$ cat src/rtl/serial_adder.sv
// rtl/serial_adder.sv - bit-serial LSB-first adder (optional subtract via SERIAL_ADDER_SUB_EN)
module serial_adder #(
  parameter int WIDTH = 8
) (
  input  logic             clk,
  input  logic             rst_n,
  input  logic             start,
  input  logic [WIDTH-1:0] a,
  input  logic [WIDTH-1:0] b,
`ifdef SERIAL_ADDER_SUB_EN
  input  logic             sub,
`endif
  output logic             busy,
  output logic             done,
  output logic [WIDTH-1:0] sum,
  output logic             cout
);

  localparam int CW = (WIDTH > 1) ? $clog2(WIDTH) : 1;
  localparam logic [CW-1:0] LAST = CW'(WIDTH - 1);

  typedef enum logic [1:0] {IDLE, ADD, DONE} state_t;

  state_t           state;
  logic [WIDTH-1:0] a_sh;
  logic [WIDTH-1:0] b_sh;
  logic             carry;
  logic [CW-1:0]    cnt;
  logic             s;
  logic             c_next;
  logic             sub_in;

`ifdef SERIAL_ADDER_SUB_EN
  assign sub_in = sub;
`else
  assign sub_in = 1'b0;
`endif

  // single full-adder cell on the current LSBs
  assign s      = a_sh[0] ^ b_sh[0] ^ carry;
  assign c_next = (a_sh[0] & b_sh[0]) | (a_sh[0] & carry) | (b_sh[0] & carry);

  // control FSM plus datapath shift registers, one bit per ADD cycle
  always_ff @(posedge clk) begin
    if (!rst_n) begin
      state <= IDLE;
      busy  <= 1'b0;
      done  <= 1'b0;
      sum   <= '0;
      cout  <= 1'b0;
      a_sh  <= '0;
      b_sh  <= '0;
      carry <= 1'b0;
      cnt   <= '0;
    end else begin
      done <= 1'b0;
      case (state)
        IDLE: begin
          busy <= 1'b0;
          if (start) begin
            a_sh  <= a;
            // subtract = add inverted b with carry-in preset to 1
            b_sh  <= b ^ {WIDTH{sub_in}};
            carry <= sub_in;
            cnt   <= '0;
            sum   <= '0;
            busy  <= 1'b1;
            state <= ADD;
          end
        end
        ADD: begin
          a_sh  <= a_sh >> 1;
          b_sh  <= b_sh >> 1;
          carry <= c_next;
          sum   <= {s, sum[WIDTH-1:1]};
          if (cnt == LAST) begin
            // last bit: keep cnt in range and publish the final carry
            cnt   <= '0;
            cout  <= c_next;
            done  <= 1'b1;
            state <= DONE;
          end else begin
            cnt <= cnt + 1'b1;
          end
        end
        DONE: begin
          busy  <= 1'b0;
          state <= IDLE;
        end
        default: begin
          busy  <= 1'b0;
          state <= IDLE;
        end
      endcase
    end
  end

endmodule

$ cat config.mk
export PLATFORM = sky130hd
export DESIGN_NAME = serial_adder
export DESIGN_NICKNAME = d
export VERILOG_FILES = /design/src/rtl/serial_adder.sv
export SDC_FILE = /design/constraint.sdc
export NUM_CORES = 1
export LEC_CHECK = 0
export ABC_CLOCK_PERIOD_IN_PS = 1240
export BUFFER_PORTS_ARGS = -buffer_cell sky130_fd_sc_hd__buf_2
export CORE_MARGIN = 8
export CORE_UTILIZATION = 47
export CTS_CLUSTER_DIAMETER = 120
export DETAILED_ROUTE_END_ITERATION = 8
export GPL_TIMING_DRIVEN = 1
export PLACE_DENSITY = 0.74
export SKIP_LAST_GASP = 1
export SYNTH_ARGS = -nofsm -noshare
export SYNTH_HDL_FRONTEND = slang
export SYNTH_SLANG_ARGS = --single-unit
export TNS_END_PERCENT = 5
$ cat constraint.sdc
create_clock -name clk -period 1.24 [get_ports clk]
set_clock_uncertainty 0.1 [all_clocks]
set_input_delay 0 -clock clk [delete_from_list [all_inputs] [get_ports clk]]
set_output_delay 0 -clock clk [all_outputs]
set_load 0.005 [all_outputs]
* After elaboration in Yosys (flattened, before gate mapping)
Index checks and enable logic that the tools add are counted.
** Word-level totals
- Output and inout port bits :: 11
- Bits of input ports :: 19
- Register bits :: 33
** Cells by class
- Eq/ne operators :: 4
- Bitwise logic cells :: 7
- $add $sub $neg :: 1
- Multiplexer cells :: 17
- Reduce and logical (&&, ||, !) cells :: 6
** Operators by type and width (count)
- $pmux W8 S2 :: 3
- $mux W8 :: 3
- $reduce_and A2 Y1 :: 4
- $mux W3 :: 2
- $pmux W3 S2 :: 1
- $mux W2 :: 2
- $ne A2 B2 Y1 const B :: 2
- $pmux W1 S2 :: 2
- $pmux W2 S2 :: 1
- $add A3 B1 Y3 const B :: 1
- $and A1 B1 Y1 :: 3
- $eq A3 B3 Y1 const B :: 1
- $mux W1 :: 3
- $eq A2 B1 Y1 const B :: 1
- $logic_not A2 Y1 :: 1
- $or A1 B1 Y1 :: 2
- $reduce_bool A2 Y1 :: 1
- $xor A1 B1 Y1 :: 2

* Logic depth before layout (Yosys ltp)
Gate-level depths: netlist (run 1).
- Depth in word-level cells :: 4
- Mapped depth :: 5
- Mapped depth without buffers :: 4

* Worst setup path before layout (run 1)
No wires, ideal clock.
- Path kind :: reg2reg
- Start :: reg cnt[0]
- End :: reg cnt[0]
- Data required time :: 1070 ps
- Slack :: -71 ps
- Cell stages (with the launch flop) :: 5
- Period minus slack after synthesis :: 1311 ps
- Arrival time :: 1142 ps
- Setup time :: 70 ps
- Cell sequence :: dfxtp_1 -> ha_1 -> ha_1 -> or3_1 -> a21oi_1
** On the way
- Longest elaborated chain between the ends :: 3
- Elaborated cells between the ends (all ways) :: 4
** RTL lines
- from (decl) :: RTL line 28 : logic [CW-1:0] cnt;
- from (signal assigned) :: RTL line 83 : cnt <= cnt + 1'b1;
- $add A3 B1 Y3 or $eq A3 B3 Y1 (tied branches) :: RTL line 83, 76
- $mux W3 (*) :: RTL line 76 : if (cnt == LAST) begin
- $pmux W3 S2 (*) :: RTL line 57 : case (state)
Every way passes the cells marked *; elsewhere a longest branch is shown, timed or not.
A chain may end at the register's enable or synchronous reset.

* Worst setup path after layout (run 1)
- Start :: reg carry
- End :: reg sum[7]
** On the way
- Longest elaborated chain between the ends :: 2
** RTL lines
- from (decl) :: RTL line 27 : logic carry;
- from (signal assigned) :: RTL line 64 : carry <= sub_in;
- from (signal assigned) :: RTL line 74 : carry <= c_next;
- $xor A1 B1 Y1 :: RTL line 40 : assign s = a_sh[0] ^ b_sh[0] ^ carry;
- $pmux W8 S2 :: RTL line 57
- to (signal assigned) :: RTL line 75 : sum <= {s, sum[WIDTH-1:1]};
- to (decl) :: RTL line 15 : output logic [WIDTH-1:0] sum,
No other way between the ends.

==> out/metrics.yaml, run 1 <==
outcome: "finished with violations"
violations: "negative setup slack"
min_period_ns: 1.32
worstPathRequired_ns: 1.34
n_antenna_cell: 0
synthCells: 153
ys_types: 23
clk_path_buf_depth: 2
slew_headroom_pct: 68.1
synthesis.nets: 175
final-hold-violation-count: 0
avgViaCountPerCell: 5.30
ys_seq_area_share_pct: 50.1
syn_area_per_cell_sq_um: 8.62
syn_area_sq_um: 1320
worstPathArrival_ns: 1.42
core_area_sq_um: 2710
worst_slew_pin_slew_ns: 0.478
rrSetupSlack_ns: -0.08
cts_tree: "built"
max-vdd-ir-drop_mv: 1.08
path_clk_slew_ns: 0.10
portBuffers: 29
cp-end-kind: "flop"
die_width_um: 69.0
grt_use_total_pct: 13.8
rsz0062_at_grt: "true"
rows: 19
reg2reg_depth: 4
grt_overflow_total: 0
cp_slowest_stage_delay_ns: 0.55
place.gp.congestion: 0.824
cts_max_level: 2
num_vias: 1267
areaGrowthSynthToFinish_pct: 37.4
grt_max_degree: 21
antenna_left: 0
num_io_pins: 30
worst_r2r_endpoint: "sum[7]$_SDFFE_PN0P_"
period_share_pct: 107
hold_path_depth: 4
nets: 230
setup_violations: 5
p_per_area_nw_per_um2: 1140
ys_ff_latch: 33
antenna_found_initial: 0
drt_iter0_markers: 45
dp_hpwl_um: 2050
clock_latency_ns: 0.33
grt_pass1_wl_um: 4950
crit_type: "flop to flop"
slew_violations: 0
cts_root_buf: "clkbuf_4"
min_path_type: "primary input to flop"
grt_pass1_vias: 1189
crit_path_start_kind: "flop"
start_util_pct: 48.7
timing.final.ws_setup_ns: -0.0819
hold_ws_ns: 0.360
reg2reg_from: "carry$_SDFFE_PN0P_"
p_leak_nw: 0.768
yosys_warnings: 0
wirelength_um: 3090
die-area_sq_um: 4760
layout-drive-gt1-share_pct: 28.8
drcViolationCount: 0
cts_num_sinks: 33
die_h_um: 69.0
firstDrtPassIters: 4
path_cells: "inv_2, fa_1, a2bb2oi_2, nor2_1"
wire_per_inst_um: 12.9
crit_fanout: 2
cts_made_buffers: 5
critPathSlowestCell: "fa_1"
cap_violations: 0
power.total_mw: 2.06
holdCritStartpoint: "b[6]"
fmax_mhz: 757
holdPathEnd: "b_sh[6]$_SDFFE_PN0P_"
-- layout by cell type, fill, tap and decap left out --
cell type and count:
a2bb2oi_2 1, nand2_1 30, fa_1 1, a21oi_1 5, a2bb2oi_1 1, inv_1 2
ha_4 1, buf_12 1, clkbuf_1 1, a22oi_1 9, a21oi_2 1, ha_2 1
a31oi_1 14, a311oi_1 1, inv_2 2, nor2_1 12, buf_4 10, nor2b_1 1
nand3b_1 2, nand2b_2 1, dfxtp_1 28, dlygate4sd3_1 18, o21bai_1 1, and2b_4 1
and3_1 2, nand2b_1 4, o21ai_0 16, buf_2 29, dfxtp_2 5, clkbuf_4 5
clkbuf_8 1, or3_4 1
-- synth_stat cells --
master / count / share of area, %
nand2_1: 30 / 8.5
ha_1: 2 / 1.9
o21ai_0: 16 / 6.1
and2b_4: 1 / 0.76
nand2b_1: 5 / 2.4
a2bb2oi_1: 2 / 1.3
a21oi_1: 6 / 2.3
inv_1: 4 / 1.1
nand3b_1: 2 / 1.1
nor2_1: 12 / 3.4
buf_4: 3 / 1.7
o21bai_1: 1 / 0.57
a311oi_1: 1 / 0.66
a31oi_1: 14 / 6.6
a22oi_1: 9 / 5.1
and3_1: 2 / 0.95
or3_1: 1 / 0.47
buf_6: 1 / 0.85
dfxtp_1: 33 / 50
buf_2: 3 / 1.1
nor2b_1: 1 / 0.47
clkbuf_1: 3 / 0.85
fa_1: 1 / 1.5
-- cell families after synthesis --
| kind of cell | share of synthesized area (%) |
|---|---|
| buffers and inverters | 5.69 |
| AOI/OAI and AO/OA | 22.7 |
| DFF | 50.1 |
| and+or+nand+nor | 18.1 |
| adders and majority gates | 3.42 |
-- worst max-delay path: cells and delay by family (launching register included) --
kind	cells	cell delay (ns)
compound gates	1	0.12
simple gates	1	0.05
buf+inv	1	0.04
flops	1	0.34
fa+ha+maj	1	0.55
-- where the power goes --
part	switching [mW]	total (mW)	internal (mW)
logic	0.147	0.308	0.160
registers	0.0306	1.15	1.12
clock network	0.338	0.606	0.267
-- final cells by class --
cell class	count	area (sq um)
Inverter	4	15.0
Clock buffer	7	55.1
Sequential cell	33	667
Fill cell	239	898
Timing Repair Buffer	58	420
Multi-Input combinational cell	106	616
Tap cell	31	38.8
-- worst max path at each step --
stage,cells past startpoint,slack (ns),from,endpoint
after floorplan,4,-0.04,a_sh[0]$_SDFFE_PN0P_,sum[7]$_SDFFE_PN0P_
after global placement,4,-0.06,a_sh[0]$_SDFFE_PN0P_,sum[7]$_SDFFE_PN0P_
after detailed placement,4,-0.1,a_sh[0]$_SDFFE_PN0P_,sum[7]$_SDFFE_PN0P_
after CTS,4,-0.11,carry$_SDFFE_PN0P_,sum[7]$_SDFFE_PN0P_
after global routing,4,-0.13,carry$_SDFFE_PN0P_,sum[7]$_SDFFE_PN0P_
final,4,-0.08,carry$_SDFFE_PN0P_,sum[7]$_SDFFE_PN0P_
-- state kept, by name (all words and copies together), names as in the netlist --
register and count:
state 2, done 1, carry 1, a_sh 8, b_sh 8, cout 1, cnt 3, sum 8
busy 1
-- per-layer routing --
| metal | GRT usage [%] | wire length (um) | up-vias |
|---|---|---|---|
| met4 | 6.52 | 34 | 0 |
| met2 | 21.6 | 1450 | 35 |
| li1 | - | - | 644 |
| met5 | 0 | 0 | - |
| met3 | 6.79 | 213 | 4 |
| met1 | 15.4 | 1390 | 584 |
-- repair_timing --
action | CTS | global route
endpoints found under the hold margin | 20 | 0
pin swaps | 2 | 1
endpoints found under the setup margin | 8 | 23
gates resized for setup | 2 | 8
hold buffers | 18 | 0
buffers inserted | 0 | 0
gates cloned | 0 | 0
-- metrics by stage --
stage / setup TNS, ns / area [sq um] / instances / setup slack [ns] / utilization (%)
CTS: -0.409 / 1780 / 239 / -0.108 / 65.7
finish: -0.257 / 1810 / 239 / -0.0819 / 66.9
global placement: -0.0931 / 1540 / 214 / -0.0556 / 57.0
floorplan: -0.0736 / 1330 / 153 / -0.0379 / -
global route: -1.42 / 1810 / 239 / -0.133 / 66.9
detailed placement: -0.248 / 1540 / 214 / -0.0971 / 57.0
(Power assumes the default switching activity.)
==> run 2: changes to the inputs <==
==> constraint.sdc (replaced) <==
create_clock -name clk -period 1.24 [get_ports clk]
set_clock_uncertainty 0.1 [all_clocks]
set_input_delay 0.062 -clock clk [delete_from_list [all_inputs] [get_ports clk]]
set_output_delay 0.062 -clock clk [all_outputs]
set_load 0.005 [all_outputs]
==> run 2 against run 1 <==
Effect of this change:
- the run still ends with negative setup slack left
- critical endpoint unchanged
- largest cell class unchanged
- sequential cell count unchanged
- clock-buffer cell count stayed put
- global-route usage grew 0.37 points
- hold slack lost 0.20 ns
- register-to-register slack about the same
- die area is the same
- non-clock buffer count grew 2
==> out/metrics.yaml, run 2 (synthesis results as in run 1) <==
place.gp.congestion: 0.824  # unchanged
core_area_sq_um: 2710  # unchanged
wl_met1_um: 1470  # +5.7%
reg.largest.list: "a_sh (8), b_sh (8), sum (8)"
clock_latency_ns: 0.33  # about the same
design_area_sq_um: 1830  # +1.2%
num_vias: 1289  # +1.7%
dp_hpwl_um: 2050  # unchanged
violations: "negative setup slack"
areaGrowthSynthToFinish_pct: 39.0
post_cts_buffers: 0  # unchanged
dp_slack_ns: -0.0971  # unchanged
grt_pass1_wl_um: 5070  # +2.5%
cts_made_buffers: 5  # unchanged
met2_length_um: 1540  # +6.1%
antenna_left: 0  # unchanged
grt_overflow_total: 0  # unchanged
n_antenna_cell: 0  # unchanged
min_path_type: "primary input to flop"
drt_iter0_markers: 51  # +13%
wl_met3_um: 176  # -17%
final_common_cell: "nand2_1"
die_width_um: 69.0  # unchanged
min_period_ns: 1.33  # +0.00458 ns
path_clk_slew_ns: 0.09  # about the same
cts_root_buf: "clkbuf_4"
final_util_pct: 67.6  # +0.78 points
hold_path_depth: 3  # -1
avgViaCountPerCell: 5.35  # +0.89%
multiInputGateArea_sq_um: 616  # unchanged
setup_violations: 4  # -1
p_per_area_nw_per_um2: 1130  # -0.61%
layout-drive-gt1-share_pct: 29.0  # +0.20 points
rows: 19  # unchanged
antenna_found_initial: 0  # unchanged
fmax_mhz: 754  # -0.35%
worstPathArrival_ns: 1.42  # about the same
die-area_sq_um: 4760  # unchanged
power.total_mw: 2.07  # +0.56%
reg2reg_depth: 4  # unchanged
slew_violations: 0  # unchanged
timing.final.ws_setup_ns: -0.0864  # -0.00458 ns
start_util_pct: 48.7  # unchanged
fill_cells: 235  # -1.7%
clk_path_buf_depth: 2  # unchanged
wirelength_um: 3250  # +5.2%
period_share_pct: 107  # +0.37 points
portBuffers: 29  # unchanged
layout_common_cells: "nand2_1, buf_2, dfxtp_1"
wire_per_inst_um: 13.5  # +4.4%
drcViolationCount: 0  # unchanged
outcome: "finished with violations"
slew_headroom_pct: 68.4  # +0.32 points
fin_setup_tns_ns: -0.220  # +0.0369 ns
worstPathRequired_ns: 1.34  # about the same
crit_fanout: 2  # unchanged
cts_tree: "built"
rsz0062_at_grt: "true"
placedInstanceArea_sq_um: 1540  # unchanged
cap_violations: 0  # unchanged
grt_use_total_pct: 14.2  # +0.37 points
highest_layer: "met4"
worst_slew_pin_slew_ns: 0.473  # -0.00485 ns
num_io_pins: 30  # unchanged
max-vdd-ir-drop_mv: 1.08  # +0.24%
crit_type: "flop to flop"
crit_path_start_kind: "flop"
cts_num_sinks: 33  # unchanged
seq_area_sq_um: 668  # +0.19%
grt_pass1_vias: 1185  # -0.34%
cp-end-kind: "flop"
nets: 232  # +0.87%
cts_max_level: 2  # unchanged
p_leak_nw: 0.776  # +1.2%
grt_max_degree: 21  # unchanged
die_h_um: 69.0  # unchanged
final-hold-violation-count: 0  # unchanged
firstDrtPassIters: 4  # unchanged
[run 2: changes by cell type in the layout (fill, tap and decap cells not counted), sizes merged]
| cell | delta |
|---|---|
| dlygate4sd3 | +2 |
[run 2: timing repair]
action                                 in CTS  in global routing
hold buffers                               20                  0
gates cloned                                0                  0
pin swaps                                   2                  1
endpoints found under the hold margin      18                  0
resized for setup                           2                  9
setup endpoints to repair                   8                 25
[run 2: worst paths after layout]
check | from | endpoint | slack [ns]
hold reg to reg | busy$_SDFFE_PN0N_ | busy$_SDFFE_PN0N_ | 0.35
setup reg to reg | carry$_SDFFE_PN0P_ | sum[7]$_SDFFE_PN0P_ | -0.09
hold / removal | rst_n | cnt[1]$_SDFFE_PN0P_ | 0.16
setup / recovery | carry$_SDFFE_PN0P_ | sum[7]$_SDFFE_PN0P_ | -0.09
[run 2: area by class of cell]
type	count	share of cell area, %
multi-input combinational	106	33.6
inverter	4	0.819
timing repair buffer	60	24.0
sequential	33	36.5
tap	31	2.12
clock buffer	7	3.00
[run 2: worst max-delay path, stage by stage, from the launching register on]
cell and delay [ns]:
dfxtp_2 0.34, inv_2 0.04, fa_1 0.55, a2bb2oi_2 0.13
nor2_1 0.05
[run 2: metal layers]
metal,global-route usage [%],vias to the layer above
met4,6.52,0
met1,16.0,599
li1,-,649
met2,22.1,32
met5,0,-
met3,6.95,9
[run 2: where the power goes]
part / switching, mW / internal [mW] / total, mW
clock network: 0.341 / 0.267 / 0.609
registers: 0.0305 / 1.12 / 1.15
logic: 0.151 / 0.165 / 0.316
total: 0.523 / 1.55 / 2.07
[run 2: through the flow]
stage / hold slack [ns] / std cells
after floorplan: 0.100 / 153
after global placement: 0.219 / 214
after detailed placement: 0.230 / 214
after CTS: 0.138 / 241
after global routing: 0.172 / 241
final: 0.162 / 241
